<file path="src/rtl/easy_fifo_axis_reader.sv">
// Purpose : adapts a native FIFO read port (1-cycle read latency) to a full-throughput
//           AXI-Stream master through a 2-entry buffer (head + skid).
// Latency : fifo_rd_en in cycle 0 -> m_axis_tvalid in cycle 2.
// Backpressure: while m_axis_tready is low, tdata/tvalid hold. Reads stop once the
//               buffer plus the in-flight word would exceed two entries.
// Ports:
//   clk, rst_n        : clock (rising edge), async active-low reset
//   fifo_rd_en        : read strobe to FIFO (combinational)
//   fifo_rd_data      : FIFO data, valid the cycle after an accepted read
//   fifo_rd_empty     : FIFO empty flag
//   m_axis_tdata/tvalid/tready : AXI-Stream master
//   buf_level         : words currently held in the buffer (0..2)
module easy_fifo_axis_reader #(
   parameter int DWIDTH = 32
) (
   input  logic              clk,
   input  logic              rst_n,
   output logic              fifo_rd_en,
   input  logic [DWIDTH-1:0] fifo_rd_data,
   input  logic              fifo_rd_empty,
   output logic [DWIDTH-1:0] m_axis_tdata,
   output logic              m_axis_tvalid,
   input  logic              m_axis_tready,
   output logic [1:0]        buf_level
);

   typedef enum logic [1:0] {
      EMPTY = 2'd0,
      ONE   = 2'd1,
      TWO   = 2'd2
   } state_e;

   state_e            state_q, state_d;
   logic              inflight_q, inflight_d;
   logic              tvalid_q, tvalid_d;
   logic [DWIDTH-1:0] head_q, head_d;
   logic [DWIDTH-1:0] skid_q, skid_d;

   logic              pop;
   logic              capture;
   logic [2:0]        fill;

   assign buf_level     = state_q;
   assign m_axis_tvalid = tvalid_q;
   assign m_axis_tdata  = head_q;

   assign pop     = tvalid_q & m_axis_tready;
   // A word read last cycle lands on fifo_rd_data now.
   assign capture = inflight_q;

   // Occupancy after this edge if no new read is issued; pop is only possible
   // with a non-empty buffer, so the subtraction never underflows.
   assign fill       = {1'b0, buf_level} + {2'b00, inflight_q} - {2'b00, pop};
   assign fifo_rd_en = ~fifo_rd_empty & rst_n & (fill < 3'd2);
   assign inflight_d = fifo_rd_en;

   always_comb begin
      state_d = state_q;
      head_d  = head_q;
      skid_d  = skid_q;
      case (state_q)
         EMPTY: begin
            if (capture) begin
               state_d = ONE;
               head_d  = fifo_rd_data;
            end
         end
         ONE: begin
            if (capture && !pop) begin
               state_d = TWO;
               skid_d  = fifo_rd_data;
            end else if (!capture && pop) begin
               state_d = EMPTY;
            end else if (capture && pop) begin
               // Head leaves and the arriving word replaces it at the same edge.
               head_d = fifo_rd_data;
            end
         end
         TWO: begin
            // No capture can arrive here: the read gate keeps fill below two.
            if (pop) begin
               state_d = ONE;
               head_d  = skid_q;
            end
         end
         default: begin
            state_d = EMPTY;
         end
      endcase
      tvalid_d = (state_d != EMPTY);
   end

   always_ff @(posedge clk or negedge rst_n) begin
      if (!rst_n) begin
         state_q    <= EMPTY;
         inflight_q <= 1'b0;
         tvalid_q   <= 1'b0;
         head_q     <= '0;
         skid_q     <= '0;
      end else begin
         state_q    <= state_d;
         inflight_q <= inflight_d;
         tvalid_q   <= tvalid_d;
         head_q     <= head_d;
         skid_q     <= skid_d;
      end
   end

endmodule
</file>
<file path="config.mk">
export PLATFORM = sky130hd
export DESIGN_NAME = easy_fifo_axis_reader
export DESIGN_NICKNAME = d
export VERILOG_FILES = /design/src/rtl/easy_fifo_axis_reader.sv
export SDC_FILE = /design/constraint.sdc
export NUM_CORES = 1
export LEC_CHECK = 0
export CORE_UTILIZATION = 40
export CTS_BUF_LIST = sky130_fd_sc_hd__clkbuf_4 sky130_fd_sc_hd__clkbuf_8
export DETAILED_ROUTE_END_ITERATION = 10
export PLACE_DENSITY_LB_ADDON = 0.1
export SYNTH_ARGS = -nofsm -noshare
export SYNTH_HDL_FRONTEND = slang
export SYNTH_SLANG_ARGS = --single-unit
</file>
<file path="constraint.sdc">
create_clock -name clk -period 3.2 [get_ports clk]
set_input_delay 0.64 -clock clk [delete_from_list [all_inputs] [get_ports clk]]
set_output_delay 0.64 -clock clk [all_outputs]
set_load 0.03 [all_outputs]
</file>
Yosys cells after proc, flatten, opt, wreduce, memory -nomap -nowiden
Cells that the tools add are included.

cells by class
  reduce and logical (&&, ||, !) cells = 10
  muxes and demuxes = 11
  $add $sub $neg = 2
  order comparisons = 1
  eq/ne operators = 7
  bitwise operators = 4

operators by type and width
  operator              count
  $mux W32              5
  $pmux W32 S3          1
  $ne A2 B2 Y1 const B  5
  $mux W2               4
  $pmux W2 S3           1
  $reduce_and A6 Y1     1
  $add A2 B1 Y3         1
  $and A1 B1 Y1         3
  $logic_and A1 B1 Y1   3
  $lt A3 B2 Y1 const B  1
  $reduce_bool A3 Y1    1
  $sub A3 B1 Y3         1
  $eq A2 B1 Y1 const B  1
  $eq A2 B2 Y1 const B  1
  $logic_not A1 Y1      2
  $logic_not A2 Y1      1
  $reduce_and A2 Y1     1
  $reduce_bool A2 Y1    1
  $not A1 Y1            1

word-level totals
  bits in registers = 68
  bits of input ports = 36
  word-level logic and storage cells = 40

Depth between registers and ports, before layout
  depth after elaboration = 6
  depth in mapped cells = 7
  mapped depth without buffers = 7

Worst setup path after synthesis
OpenSTA, ideal clock, no wires.

  kind = input -> output
  start point = in m_axis_tready
  end point = out fifo_rd_en
  path buffers = 0
  stages = 6
  data arrival time = 2364 ps
  path slack = 196 ps
  path through = nand2_1 > nor2_1 > o21ai_0 > fa_1 > xor2_1 > nor3_1

between the ends
  longest elaborated chain between the ends = 4

ends and longest elaborated chain
  what                line  RTL
  start: declaration  23    input logic m_axis_tready,
  $and A1 B1 Y1       47    assign pop = tvalid_q & m_axis_tready;
  $sub A3 B1 Y3       53    assign fill = {1'b0, buf_level} + {2'b00, inflight_q} - {2'b00, pop};
  $lt A3 B2 Y1        54    assign fifo_rd_en = ~fifo_rd_empty & rst_n & (fill < 3'd2);
  $and A1 B1 Y1       54
  end: declaration    18    output logic fifo_rd_en,

Every way passes these cells.

Final worst setup path
Ends and elaborated chain as after synthesis.

==> reports/qor.csv <==
stage;metric;value;unit
worst_hold_path;holdCritPathClass;reg2reg;
logic_synthesis;synth_area;0.00303;sq mm
floorplan;initial_core_util;0.416;
worst_hold_path;min_from;m_axis_tdata[4];
floorplan;dieArea;0.00793;sq mm
logic_synthesis;synth_cell_types;24;
drt;first_iter_violations;74;
clocking;clock_path_buffers;2;
floorplan;ioPinCount;72;
logic_synthesis;syn_inst;199;
grt;grt_pass1_wl;9020;um
logic_synthesis;ys.flop_type;dfrtp_1;
sta;max-slew-margin-rel;0.426;
place;dpl_cell_area;0.00388;sq mm
worst_setup_path;cp.required;2.56;ns
grt;gr-total-overflow;0;
clocking;clkLatencyLatePin;0.32;ns
sta;max_clock_freq;329;MHz
grt;met3_usage;0.0342;
logic_synthesis;ys_ff_latch;68;
place;place_congestion;0.690;
sta;setup_viol;0;
pwr;powerDensity;1020;mW/mm^2
drt;drcViolationCount;0;
sta;fin_skew;0.00775;ns
grt;busiest_layer;met2;
layout;final_net_count;316;
clocking;cts_hold_buf;0;
logic_synthesis;synth-warning-count;0;
layout;utilization;0.559;
sta;worstMarginPinSlew;0.861;ns
layout;diodes;0;
layout;fin_area;0.00407;sq mm
sta;min_period_over_period;0.949;
logic_synthesis;yosys.area.top_type_share;0.562;
sta;hold_viol;0;
clocking;cts_resized;0;
sta;rsz0062_at_grt;no;
floorplan;die_height;89.0;um
outcome;status;completed;
drt;vias;1824;
drt;avgRoutedWirePerCell;14.7;um
run;maxCapViolations;0;
clocking;cts_buffers;9;
grt;grt_start_max_net_pins;69;
worst_setup_path;cp_max_fo;3;
worst_setup_path;reg2regPathDepth;4;
worst_setup_path;cp.arrival;2.40;ns
floorplan;fp-row-count;31;
clocking;cts_tree;done;
drt;vias_per_cell;4.79;
clocking;cts.root.buffer_cell;clkbuf_8;
logic_synthesis;yosys-top-cells-area;dfrtp_1 (56%), mux2_2 (25%), mux2_1 (10%);
worst_setup_path;crit_path_end_kind;output port;
clocking;h-tree-depth;3;
clocking;cts_sinks;68;
pwr;ir_drop;0.000446;V
layout;synthToLayoutAreaGrowth;34.4;%
grt;use_met1;0.215;
drt;ant_nets;0;
logic_synthesis;seq_area_frac_synth;0.562;
worst_setup_path;critPathLaunchType;input pin;
logic_synthesis;avgSynthCellArea;15.2;sq um
layout;layout-drive-gt1-share;0.344;
worst_setup_path;critPathKind;in2out;
place;port_buffers;71;
sta;drv_slew;0;
logic_synthesis;synth_edf_count;0;
floorplan;die_w;89.0;um
grt;grt.total_usage;0.153;
grt;grt_pass1_vias;1859;
worst_hold_path;hold_path_depth;1;
sta;period_minus_slack;3.04;ns
grt;antenna_found_initial;0;
worst_setup_path;r2r-end;m_axis_tdata[26];
logic_synthesis;synth_fp_nets;237;
drt;first_pass_iters;4;
worst_setup_path;rr_startpoint;buf_level[1];
logic_synthesis;synthTopCellsByCount;dfrtp_1 (68), mux2_2 (68), mux2_1 (28);
place;hpwl;3750;um
worst_hold_path;holdPathEnd;m_axis_tdata[4];
pwr;finalPower;0.00415;W
clocking;cts_setup_buffers;0;
sta;finalSetupTns;0;ns
grt;grtUsageMet2;0.228;
drt;wl;5590;um
clocking;clk_pin_slew_worst_paths;0.07;ns
pwr;leakage;1.74;nW
logic_synthesis;yosys.area.top_type;dfrtp_1;
worst_setup_path;r2r_slack;1.22;ns
logic_synthesis;synth-async-reset-ratio;1.00;
floorplan;coreArea;0.00729;sq mm
## logic make-up (layout without fill, tap and decap cells)
kind of cell | Yosys count | in the layout | share of synthesized area
AOI/OAI and AO/OA | 8 | 8 | 0.0223
buffers and inverters | 12 | 95 | 0.0252
and+or+nand+nor | 12 | 12 | 0.0206
adders and majority gates | 2 | 2 | 0.0107
xor gates and xnor gates | 1 | 1 | 0.00289
DFF | 68 | 68 | 0.562
muxes | 96 | 96 | 0.357
## through the flow
stage	setup slack, ns	hold WS [ns]	cells
floorplan	0.196	0.344	199
global placement	0.199	0.474	366
detailed placement	0.132	0.480	366
CTS	0.123	0.495	381
global route	0.0285	0.508	381
finish	0.164	0.489	381
## layout make-up
type | instances | area (sq um)
clock inverters | 2 | 35.0
well taps | 99 | 124
flip-flops and latches | 68 | 1700
clock buffers | 13 | 160
fillers | 650 | 3220
multi-input cells | 119 | 1260
inverters | 2 | 7.51
repair buffers | 78 | 781
## critical path, stage by stage
cell and delay, ns:
clkdlybuf4s50_1 0.45, nand2_1 0.07, nor2_1 0.12, o21ai_0 0.13
fa_1 0.40, xor2_1 0.15, nor3_1 0.24, buf_4 0.21
## where the power goes
| group | leakage, nW | switching (W) | internal (W) |
|---|---|---|---|
| sequential | 0.828 | 0.000219 | 0.00129 |
| combinational | 0.806 | 0.000949 | 0.000999 |
| clock | 0.104 | 0.000288 | 0.000402 |
| total | 1.74 | 0.00146 | 0.00269 |
## worst max-delay path by stage
| stage | startpoint | to | slack, ns | depth (start not counted) |
|---|---|---|---|---|
| floorplan | m_axis_tready | fifo_rd_en | 0.20 | 6 |
| global route | m_axis_tready | fifo_rd_en | 0.03 | 8 |
| finish | m_axis_tready | fifo_rd_en | 0.16 | 8 |
| global placement | m_axis_tready | fifo_rd_en | 0.20 | 8 |
| CTS | m_axis_tready | fifo_rd_en | 0.12 | 8 |
| detailed placement | m_axis_tready | fifo_rd_en | 0.13 | 8 |
## layout by cell type, fill, tap and decap left out
master | synthesis | final
a21oi_1 | 1 | 1
clkbuf_4 | 0 | 3
nand3_2 | 0 | 1
and2b_4 | 1 | 1
fa_1 | 1 | 1
nor2b_4 | 0 | 1
clkinv_2 | 0 | 1
nor2_1 | 3 | 3
clkbuf_8 | 0 | 10
inv_1 | 2 | 2
o21a_1 | 1 | 1
o21ai_0 | 2 | 2
buf_2 | 7 | 1
clkdlybuf4s50_1 | 0 | 69
bufinv_16 | 0 | 1
o21bai_1 | 1 | 1
mux2_2 | 68 | 68
nor3_1 | 1 | 1
buf_12 | 0 | 2
a21boi_4 | 1 | 1
nand2_1 | 3 | 3
o31ai_1 | 1 | 1
dfrtp_1 | 68 | 68
xor2_1 | 1 | 1
mux2_1 | 28 | 28
and2_1 | 1 | 1
ha_1 | 1 | 1
nor3b_1 | 1 | 1
buf_4 | 0 | 6
o21bai_2 | 1 | 1
## sequential cells by signal, indices dropped and copies added, names as in the netlist
name	count
buf_level	2
capture	1
m_axis_tdata	32
m_axis_tvalid	1
skid_q	32
## layer usage
layer / vias up / wire (um)
met5: - / 0
met4: 0 / 97
met3: 9 / 299
met2: 47 / 2490
met1: 900 / 2700
li1: 868 / -
(Power assumes the default switching activity.)
